$ cat src/rtl/pipe_control_unit_if.sv
// rtl/pipe_control_unit_if.sv - ID-stage inputs and pipeline control outputs of pipe_control_unit
interface pipe_control_unit_if #(
  parameter int RA_W = 5
);
  logic            id_valid;
  logic [5:0]      id_opcode;
  logic [RA_W-1:0] id_rs;
  logic [RA_W-1:0] id_rt;
  logic            ex_zero;

  logic            id_jump;
  logic            id_illegal;
  logic            ex_alu_src;
  logic            ex_reg_dst;
  logic            ex_beq;
  logic            ex_bne;
  logic [1:0]      ex_alu_op;
  logic [RA_W-1:0] ex_rt;
  logic            mem_read;
  logic            mem_write;
  logic            wb_mem_to_reg;
  logic            wb_reg_write;
  logic            pc_src;
  logic            pc_write;
  logic            if_id_write;
  logic            if_id_flush;

  modport master (
    output id_valid, id_opcode, id_rs, id_rt, ex_zero,
    input  id_jump, id_illegal, ex_alu_src, ex_reg_dst, ex_beq, ex_bne, ex_alu_op, ex_rt,
           mem_read, mem_write, wb_mem_to_reg, wb_reg_write,
           pc_src, pc_write, if_id_write, if_id_flush
  );

  modport slave (
    input  id_valid, id_opcode, id_rs, id_rt, ex_zero,
    output id_jump, id_illegal, ex_alu_src, ex_reg_dst, ex_beq, ex_bne, ex_alu_op, ex_rt,
           mem_read, mem_write, wb_mem_to_reg, wb_reg_write,
           pc_src, pc_write, if_id_write, if_id_flush
  );
endinterface

$ cat src/rtl/pipe_control_unit.sv
// rtl/pipe_control_unit.sv - pipelined MIPS main control with load-use stall, branch flush and jump
// Optional PERF_CNT_EN adds saturating stall_cnt / flush_cnt counters.
module pipe_control_unit #(
  parameter int RA_W  = 5,
  parameter int CNT_W = 16
) (
  input  logic                clk,
  input  logic                rst_n,
  pipe_control_unit_if.slave  bus
`ifdef PERF_CNT_EN
  ,
  output logic [CNT_W-1:0]    stall_cnt,
  output logic [CNT_W-1:0]    flush_cnt
`endif
);

  localparam logic [5:0] OP_R   = 6'b000000;
  localparam logic [5:0] OP_J   = 6'b000010;
  localparam logic [5:0] OP_BEQ = 6'b000100;
  localparam logic [5:0] OP_BNE = 6'b000101;
  localparam logic [5:0] OP_LW  = 6'b100011;
  localparam logic [5:0] OP_SW  = 6'b101011;

  logic       d_alu_src, d_reg_dst, d_beq, d_bne, d_jump;
  logic       d_mem_read, d_mem_write, d_mem_to_reg, d_reg_write;
  logic [1:0] d_alu_op;
  logic       known, uses_rt;
  logic       ex_mem_read, ex_mem_write, ex_mem_to_reg, ex_reg_write;
  logic       mem_mem_to_reg, mem_reg_write;
  logic       hz, stall, bubble;
  logic [RA_W-1:0] rt_next;

  always_comb begin
    d_alu_src    = 1'b0;
    d_reg_dst    = 1'b0;
    d_beq        = 1'b0;
    d_bne        = 1'b0;
    d_jump       = 1'b0;
    d_mem_read   = 1'b0;
    d_mem_write  = 1'b0;
    d_mem_to_reg = 1'b0;
    d_reg_write  = 1'b0;
    d_alu_op     = 2'b00;
    known        = 1'b1;
    uses_rt      = 1'b0;
    case (bus.id_opcode)
      OP_R:   begin d_alu_op = 2'b10; d_reg_dst = 1'b1; d_reg_write = 1'b1; uses_rt = 1'b1; end
      OP_J:   begin d_alu_op = 2'b11; d_jump = 1'b1; end
      OP_BEQ: begin d_alu_op = 2'b01; d_beq = 1'b1; uses_rt = 1'b1; end
      OP_BNE: begin d_alu_op = 2'b01; d_bne = 1'b1; uses_rt = 1'b1; end
      OP_LW:  begin d_alu_src = 1'b1; d_mem_read = 1'b1; d_mem_to_reg = 1'b1; d_reg_write = 1'b1; end
      OP_SW:  begin d_alu_src = 1'b1; d_mem_write = 1'b1; uses_rt = 1'b1; end
      default: known = 1'b0;
    endcase
  end

  assign bus.id_illegal = bus.id_valid & ~known;
  assign bus.pc_src     = (bus.ex_beq & bus.ex_zero) | (bus.ex_bne & ~bus.ex_zero);

  // The load in EX must not feed the instruction in ID; a taken branch squashes ID anyway.
  assign hz = ex_mem_read & (bus.ex_rt != '0) & bus.id_valid &
              ((bus.ex_rt == bus.id_rs) | (uses_rt & (bus.ex_rt == bus.id_rt)));
  assign stall  = hz & ~bus.pc_src;
  assign bubble = bus.pc_src | stall | ~bus.id_valid;

  assign bus.id_jump     = bus.id_valid & d_jump & ~bus.pc_src & ~stall;
  assign bus.if_id_flush = bus.pc_src | bus.id_jump;
  assign bus.pc_write    = ~stall;
  assign bus.if_id_write = ~stall;
  assign rt_next         = (bus.pc_src | stall) ? '0 : bus.id_rt;

  always_ff @(posedge clk or negedge rst_n) begin
    if (!rst_n) begin
      bus.ex_alu_src <= 1'b0;
      bus.ex_reg_dst <= 1'b0;
      bus.ex_beq     <= 1'b0;
      bus.ex_bne     <= 1'b0;
      bus.ex_alu_op  <= 2'b00;
      bus.ex_rt      <= '0;
      ex_mem_read    <= 1'b0;
      ex_mem_write   <= 1'b0;
      ex_mem_to_reg  <= 1'b0;
      ex_reg_write   <= 1'b0;
    end else begin
      bus.ex_alu_src <= d_alu_src    & ~bubble;
      bus.ex_reg_dst <= d_reg_dst    & ~bubble;
      bus.ex_beq     <= d_beq        & ~bubble;
      bus.ex_bne     <= d_bne        & ~bubble;
      bus.ex_alu_op  <= d_alu_op     & {2{~bubble}};
      bus.ex_rt      <= rt_next;
      ex_mem_read    <= d_mem_read   & ~bubble;
      ex_mem_write   <= d_mem_write  & ~bubble;
      ex_mem_to_reg  <= d_mem_to_reg & ~bubble;
      ex_reg_write   <= d_reg_write  & ~bubble;
    end
  end

  // EX/MEM and MEM/WB always advance.
  always_ff @(posedge clk or negedge rst_n) begin
    if (!rst_n) begin
      bus.mem_read      <= 1'b0;
      bus.mem_write     <= 1'b0;
      mem_mem_to_reg    <= 1'b0;
      mem_reg_write     <= 1'b0;
      bus.wb_mem_to_reg <= 1'b0;
      bus.wb_reg_write  <= 1'b0;
    end else begin
      bus.mem_read      <= ex_mem_read;
      bus.mem_write     <= ex_mem_write;
      mem_mem_to_reg    <= ex_mem_to_reg;
      mem_reg_write     <= ex_reg_write;
      bus.wb_mem_to_reg <= mem_mem_to_reg;
      bus.wb_reg_write  <= mem_reg_write;
    end
  end

`ifdef PERF_CNT_EN
  always_ff @(posedge clk or negedge rst_n) begin
    if (!rst_n) begin
      stall_cnt <= '0;
      flush_cnt <= '0;
    end else begin
      if (stall && (stall_cnt != '1))
        stall_cnt <= stall_cnt + 1'b1;
      if (bus.if_id_flush && (flush_cnt != '1))
        flush_cnt <= flush_cnt + 1'b1;
    end
  end
`else
  localparam int unused_cnt_w = CNT_W;
`endif

endmodule

$ cat src/flat_wrapper.sv
// flat-port wrapper written by rule: the top's interface ports become plain ports
module pipe_control_unit_flat 
#(
  parameter int RA_W  = 5,
  parameter int CNT_W = 16
)
  (clk, rst_n, bus_id_valid, bus_id_opcode, bus_id_rs, bus_id_rt, bus_ex_zero, bus_id_jump, bus_id_illegal, bus_ex_alu_src, bus_ex_reg_dst, bus_ex_beq, bus_ex_bne, bus_ex_alu_op, bus_ex_rt, bus_mem_read, bus_mem_write, bus_wb_mem_to_reg, bus_wb_reg_write, bus_pc_src, bus_pc_write, bus_if_id_write, bus_if_id_flush);
  pipe_control_unit_if #(.RA_W(RA_W)) bus_i ();
  input  logic clk;
  input  logic rst_n;
  input wire logic [$bits(bus_i.id_valid)-1:0] bus_id_valid;
  input wire logic [$bits(bus_i.id_opcode)-1:0] bus_id_opcode;
  input wire logic [$bits(bus_i.id_rs)-1:0] bus_id_rs;
  input wire logic [$bits(bus_i.id_rt)-1:0] bus_id_rt;
  input wire logic [$bits(bus_i.ex_zero)-1:0] bus_ex_zero;
  output wire logic [$bits(bus_i.id_jump)-1:0] bus_id_jump;
  output wire logic [$bits(bus_i.id_illegal)-1:0] bus_id_illegal;
  output wire logic [$bits(bus_i.ex_alu_src)-1:0] bus_ex_alu_src;
  output wire logic [$bits(bus_i.ex_reg_dst)-1:0] bus_ex_reg_dst;
  output wire logic [$bits(bus_i.ex_beq)-1:0] bus_ex_beq;
  output wire logic [$bits(bus_i.ex_bne)-1:0] bus_ex_bne;
  output wire logic [$bits(bus_i.ex_alu_op)-1:0] bus_ex_alu_op;
  output wire logic [$bits(bus_i.ex_rt)-1:0] bus_ex_rt;
  output wire logic [$bits(bus_i.mem_read)-1:0] bus_mem_read;
  output wire logic [$bits(bus_i.mem_write)-1:0] bus_mem_write;
  output wire logic [$bits(bus_i.wb_mem_to_reg)-1:0] bus_wb_mem_to_reg;
  output wire logic [$bits(bus_i.wb_reg_write)-1:0] bus_wb_reg_write;
  output wire logic [$bits(bus_i.pc_src)-1:0] bus_pc_src;
  output wire logic [$bits(bus_i.pc_write)-1:0] bus_pc_write;
  output wire logic [$bits(bus_i.if_id_write)-1:0] bus_if_id_write;
  output wire logic [$bits(bus_i.if_id_flush)-1:0] bus_if_id_flush;
  assign bus_i.id_valid = bus_id_valid;
  assign bus_i.id_opcode = bus_id_opcode;
  assign bus_i.id_rs = bus_id_rs;
  assign bus_i.id_rt = bus_id_rt;
  assign bus_i.ex_zero = bus_ex_zero;
  assign bus_id_jump = bus_i.id_jump;
  assign bus_id_illegal = bus_i.id_illegal;
  assign bus_ex_alu_src = bus_i.ex_alu_src;
  assign bus_ex_reg_dst = bus_i.ex_reg_dst;
  assign bus_ex_beq = bus_i.ex_beq;
  assign bus_ex_bne = bus_i.ex_bne;
  assign bus_ex_alu_op = bus_i.ex_alu_op;
  assign bus_ex_rt = bus_i.ex_rt;
  assign bus_mem_read = bus_i.mem_read;
  assign bus_mem_write = bus_i.mem_write;
  assign bus_wb_mem_to_reg = bus_i.wb_mem_to_reg;
  assign bus_wb_reg_write = bus_i.wb_reg_write;
  assign bus_pc_src = bus_i.pc_src;
  assign bus_pc_write = bus_i.pc_write;
  assign bus_if_id_write = bus_i.if_id_write;
  assign bus_if_id_flush = bus_i.if_id_flush;
  pipe_control_unit #(.RA_W(RA_W), .CNT_W(CNT_W)) u_core (.clk(clk), .rst_n(rst_n), .bus(bus_i));
endmodule
$ cat config.mk
export PLATFORM = sky130hd
export DESIGN_NAME = pipe_control_unit_flat
export DESIGN_NICKNAME = d
export VERILOG_FILES = /design/src/rtl/pipe_control_unit_if.sv /design/src/rtl/pipe_control_unit.sv /design/src/flat_wrapper.sv
export SDC_FILE = /design/constraint.sdc
export NUM_CORES = 1
export LEC_CHECK = 0
export ABC_AREA = 1
export BUFFER_PORTS_ARGS = -buffer_cell sky130_fd_sc_hd__buf_2
export CAP_MARGIN = 15
export CORE_AREA = 8 8 95 54
export DETAILED_ROUTE_END_ITERATION = 6
export DIE_AREA = 0 0 103 62
export PLACE_DENSITY = 0.57
export SYNTH_ARGS = -nofsm -noshare
export SYNTH_HDL_FRONTEND = slang
export SYNTH_SLANG_ARGS = --single-unit
$ cat constraint.sdc
create_clock -name clk -period 1.16 [get_ports clk]
set_input_delay 0.058 -clock clk [delete_from_list [all_inputs] [get_ports clk]]
set_output_delay 0.058 -clock clk [all_outputs]
set_load 0.05 [all_outputs]
==> flow_summary.toml <==
[run_status]
violations = "setup timing"
status = "finished, violations left"

[cts]
clkLatencyLatePin_ns = 0.26
cts.path.max_buffers = 2
cts_root_buf = "clkbuf_8"
cts_tree = "built"
clkSinkCount = 19
path_clk_slew_ns = 0.07
cts_buffers = 3
h-tree-depth = 1

[route]
avgViaCountPerCell = 3.96
drt_iter0_drc = 78
wl_per_cell_um = 11.9
wl_um = 2650
ant_nets = 0
dr.pass1.iters = 4
vias = 884
drc_errors = 0

[final_layout]
syn_to_final_growth_pct = 61.2
final_util_pct = 39.4
largest-register = "u_core.bus.ex_rt"
reg.largest.list = "u_core.bus.ex_rt (5), u_core.bus.ex_alu_op (2)"
fillers = 404
nets = 190
fin_area_mm2 = 0.00148
drive_above_1_share_pct = 49.7
fin_cells = 223
n_antenna_cell = 0
largest_reg_flops = 5

[timing]
drv_slew = 0
hold_viol = 0
skew_ns = 0.00126
setup_ws_ns = -0.454
timing.fmax_ghz = 0.619
rsz0062_at_grt = "true"
post-route-period-util_pct = 139
setup_viol = 19
finalSetupTns_ns = -5.11
whs_ns = 0.0197
slew_headroom_pct = 71.8
worst_slew_pin_slew_ns = 0.423
period_minus_slack_ns = 1.61

[floorplanning]
rows = 16
initial_core_util_pct = 24.4
io_pins = 41
fp.dieH_um = 62
die_w_um = 103
die_area_mm2 = 0.00639
coreArea_mm2 = 0.00376

[synthesis]
synthesis.area_um2 = 920
syn_nets = 130
avgSynthCellArea_um2 = 8.36
synth_seq_cells = 19
ys_types = 16
netlist_instances = 110
synth_warnings = 0
ys_seq_area_share_pct = 51.7

[flow_run]
maxCapViolations = 0

[placed_design]
dpl.hpwl_um = 2040
gp_congestion = 0.826
pre_cts_slack_ns = -0.329
portBuffers = 40
postPlaceCellArea_mm2 = 0.00131
place_inst = 214

[worst_setup_path]
ff2ff_path_depth = 8
reg2reg_to = "u_core.ex_mem_write"
arrival_ns = 1.56
crit_fanout = 4
r2r_slack_ns = -0.25
worstPathRequired_ns = 1.10
critical_path_class = "reg2out"
end_kind = "output port"
start_kind = "flop"
rr_startpoint = "u_core.bus.ex_rt[3]"

[worst_hold_path]
min_from = "bus_id_rt[4]"
holdCritPathClass = "in2reg"
min_to = "u_core.bus.ex_rt[4]"
holdPathStages = 3

[power]
finalPower_mw = 1.49
vdd_drop_max_v = 0.000294
power_density_mw_per_mm2 = 1000
p_leak_nw = 0.819

[global_routing]
grt.total_usage_pct = 8.41
grt_antenna_before_repair = 0
grt_remaining_overflow = 0
grt_max_degree = 20
grt_pass1_wl_um = 4100
grt_pass1_vias = 839
[Yosys cell counts]
master / count / area (µm²)
xnor2_1: 2 / 17.5
nor3_1: 1 / 5.00
dfrtp_1: 19 / 475
nand2_2: 2 / 12.5
xor2_1: 7 / 61.3
nand2_4: 1 / 11.3
a21oi_1: 1 / 5.00
nor2_1: 25 / 93.8
inv_1: 17 / 63.8
nand4_1: 3 / 18.8
nand2_1: 19 / 71.3
buf_4: 1 / 7.51
nor2_2: 3 / 18.8
nand3_1: 7 / 35.0
nand3_4: 1 / 17.5
o21ai_1: 1 / 5.00
[critical path: stages (launching register included)]
cell        delay, ns
dfrtp_2          0.44
xor2_1           0.15
nor2_1           0.12
nand3_1          0.10
nand2_2          0.11
nand2_4          0.06
nand3_4          0.08
clkinvlp_4       0.09
buf_8            0.15
[where the power goes]
group	leakage, nW	switching, mW	internal [mW]
Combinational	0.543	0.201	0.122
Sequential	0.251	0.0190	0.679
Clock	0.0255	0.227	0.239
Total	0.819	0.447	1.04
[placed cells by master, fill, tap and decap left out, types with 4 or more instances in the layout]
cell,instances
buf_4,13
buf_2,34
nand3_4,4
nand3_1,5
dfrtp_2,5
inv_1,13
nand2_1,17
xor2_1,7
buf_6,4
dfrtp_1,14
nor2_1,23
nor2_2,4
[layout make-up]
class	count	area (µm²)	area share, %
Sequential cell	19	482	32.5
Multi-Input combinational cell	74	459	31.0
Clock buffer	3	41.3	2.78
Inverter	17	67.6	4.56
Timing Repair Buffer	55	360	24.3
Clock inverter	1	5.00	0.338
Tap cell	54	67.6	4.56
[how the worst max path moves through the flow]
stage	end	from	depth (start not counted)	slack, ns
after floorplan	bus_pc_write	u_core.bus.ex_rt[0]	7	-0.30
after global placement	bus_id_jump	u_core.bus.ex_rt[1]	8	-0.35
after detailed placement	bus_id_jump	u_core.bus.ex_rt[1]	8	-0.33
after CTS	bus_id_jump	u_core.bus.ex_rt[1]	11	-0.46
after global routing	bus_id_jump	u_core.bus.ex_rt[1]	11	-0.62
final	bus_id_jump	u_core.bus.ex_rt[3]	8	-0.45
[metal layers]
| layer | vias to the layer above | track usage (%) | routed length (µm) |
|---|---|---|---|
| li1 | 449 | - | - |
| met1 | 411 | 10.5 | 1180 |
| met2 | 19 | 13.2 | 1280 |
| met3 | 5 | 3.33 | 158 |
| met4 | 0 | 2.44 | 32 |
| met5 | - | 0 | 0 |
[cells by family (layout without fill, tap and decap cells)]
| logic type | count (synthesis) | in the layout | synth area share (%) |
|---|---|---|---|
| buffers and inverters | 18 | 76 | 7.76 |
| xor gates and xnor gates | 9 | 9 | 8.57 |
| DFF | 19 | 19 | 51.7 |
| AOI/OAI and AO/OA | 2 | 2 | 1.09 |
| and+or+nand+nor | 62 | 63 | 30.9 |
[repair_timing]
| item | 4_1_cts | 5_1_grt |
|---|---|---|
| cloned | 1 | 0 |
| pin swaps | 3 | 1 |
| setup endpoints to repair | 19 | 20 |
| buffers inserted | 3 | 1 |
| gates resized for setup | 22 | 3 |
| hold buffers | 1 | 0 |
| endpoints found under the hold margin | 19 | 0 |
No activity file was read; power rests on OpenSTA's default activity.
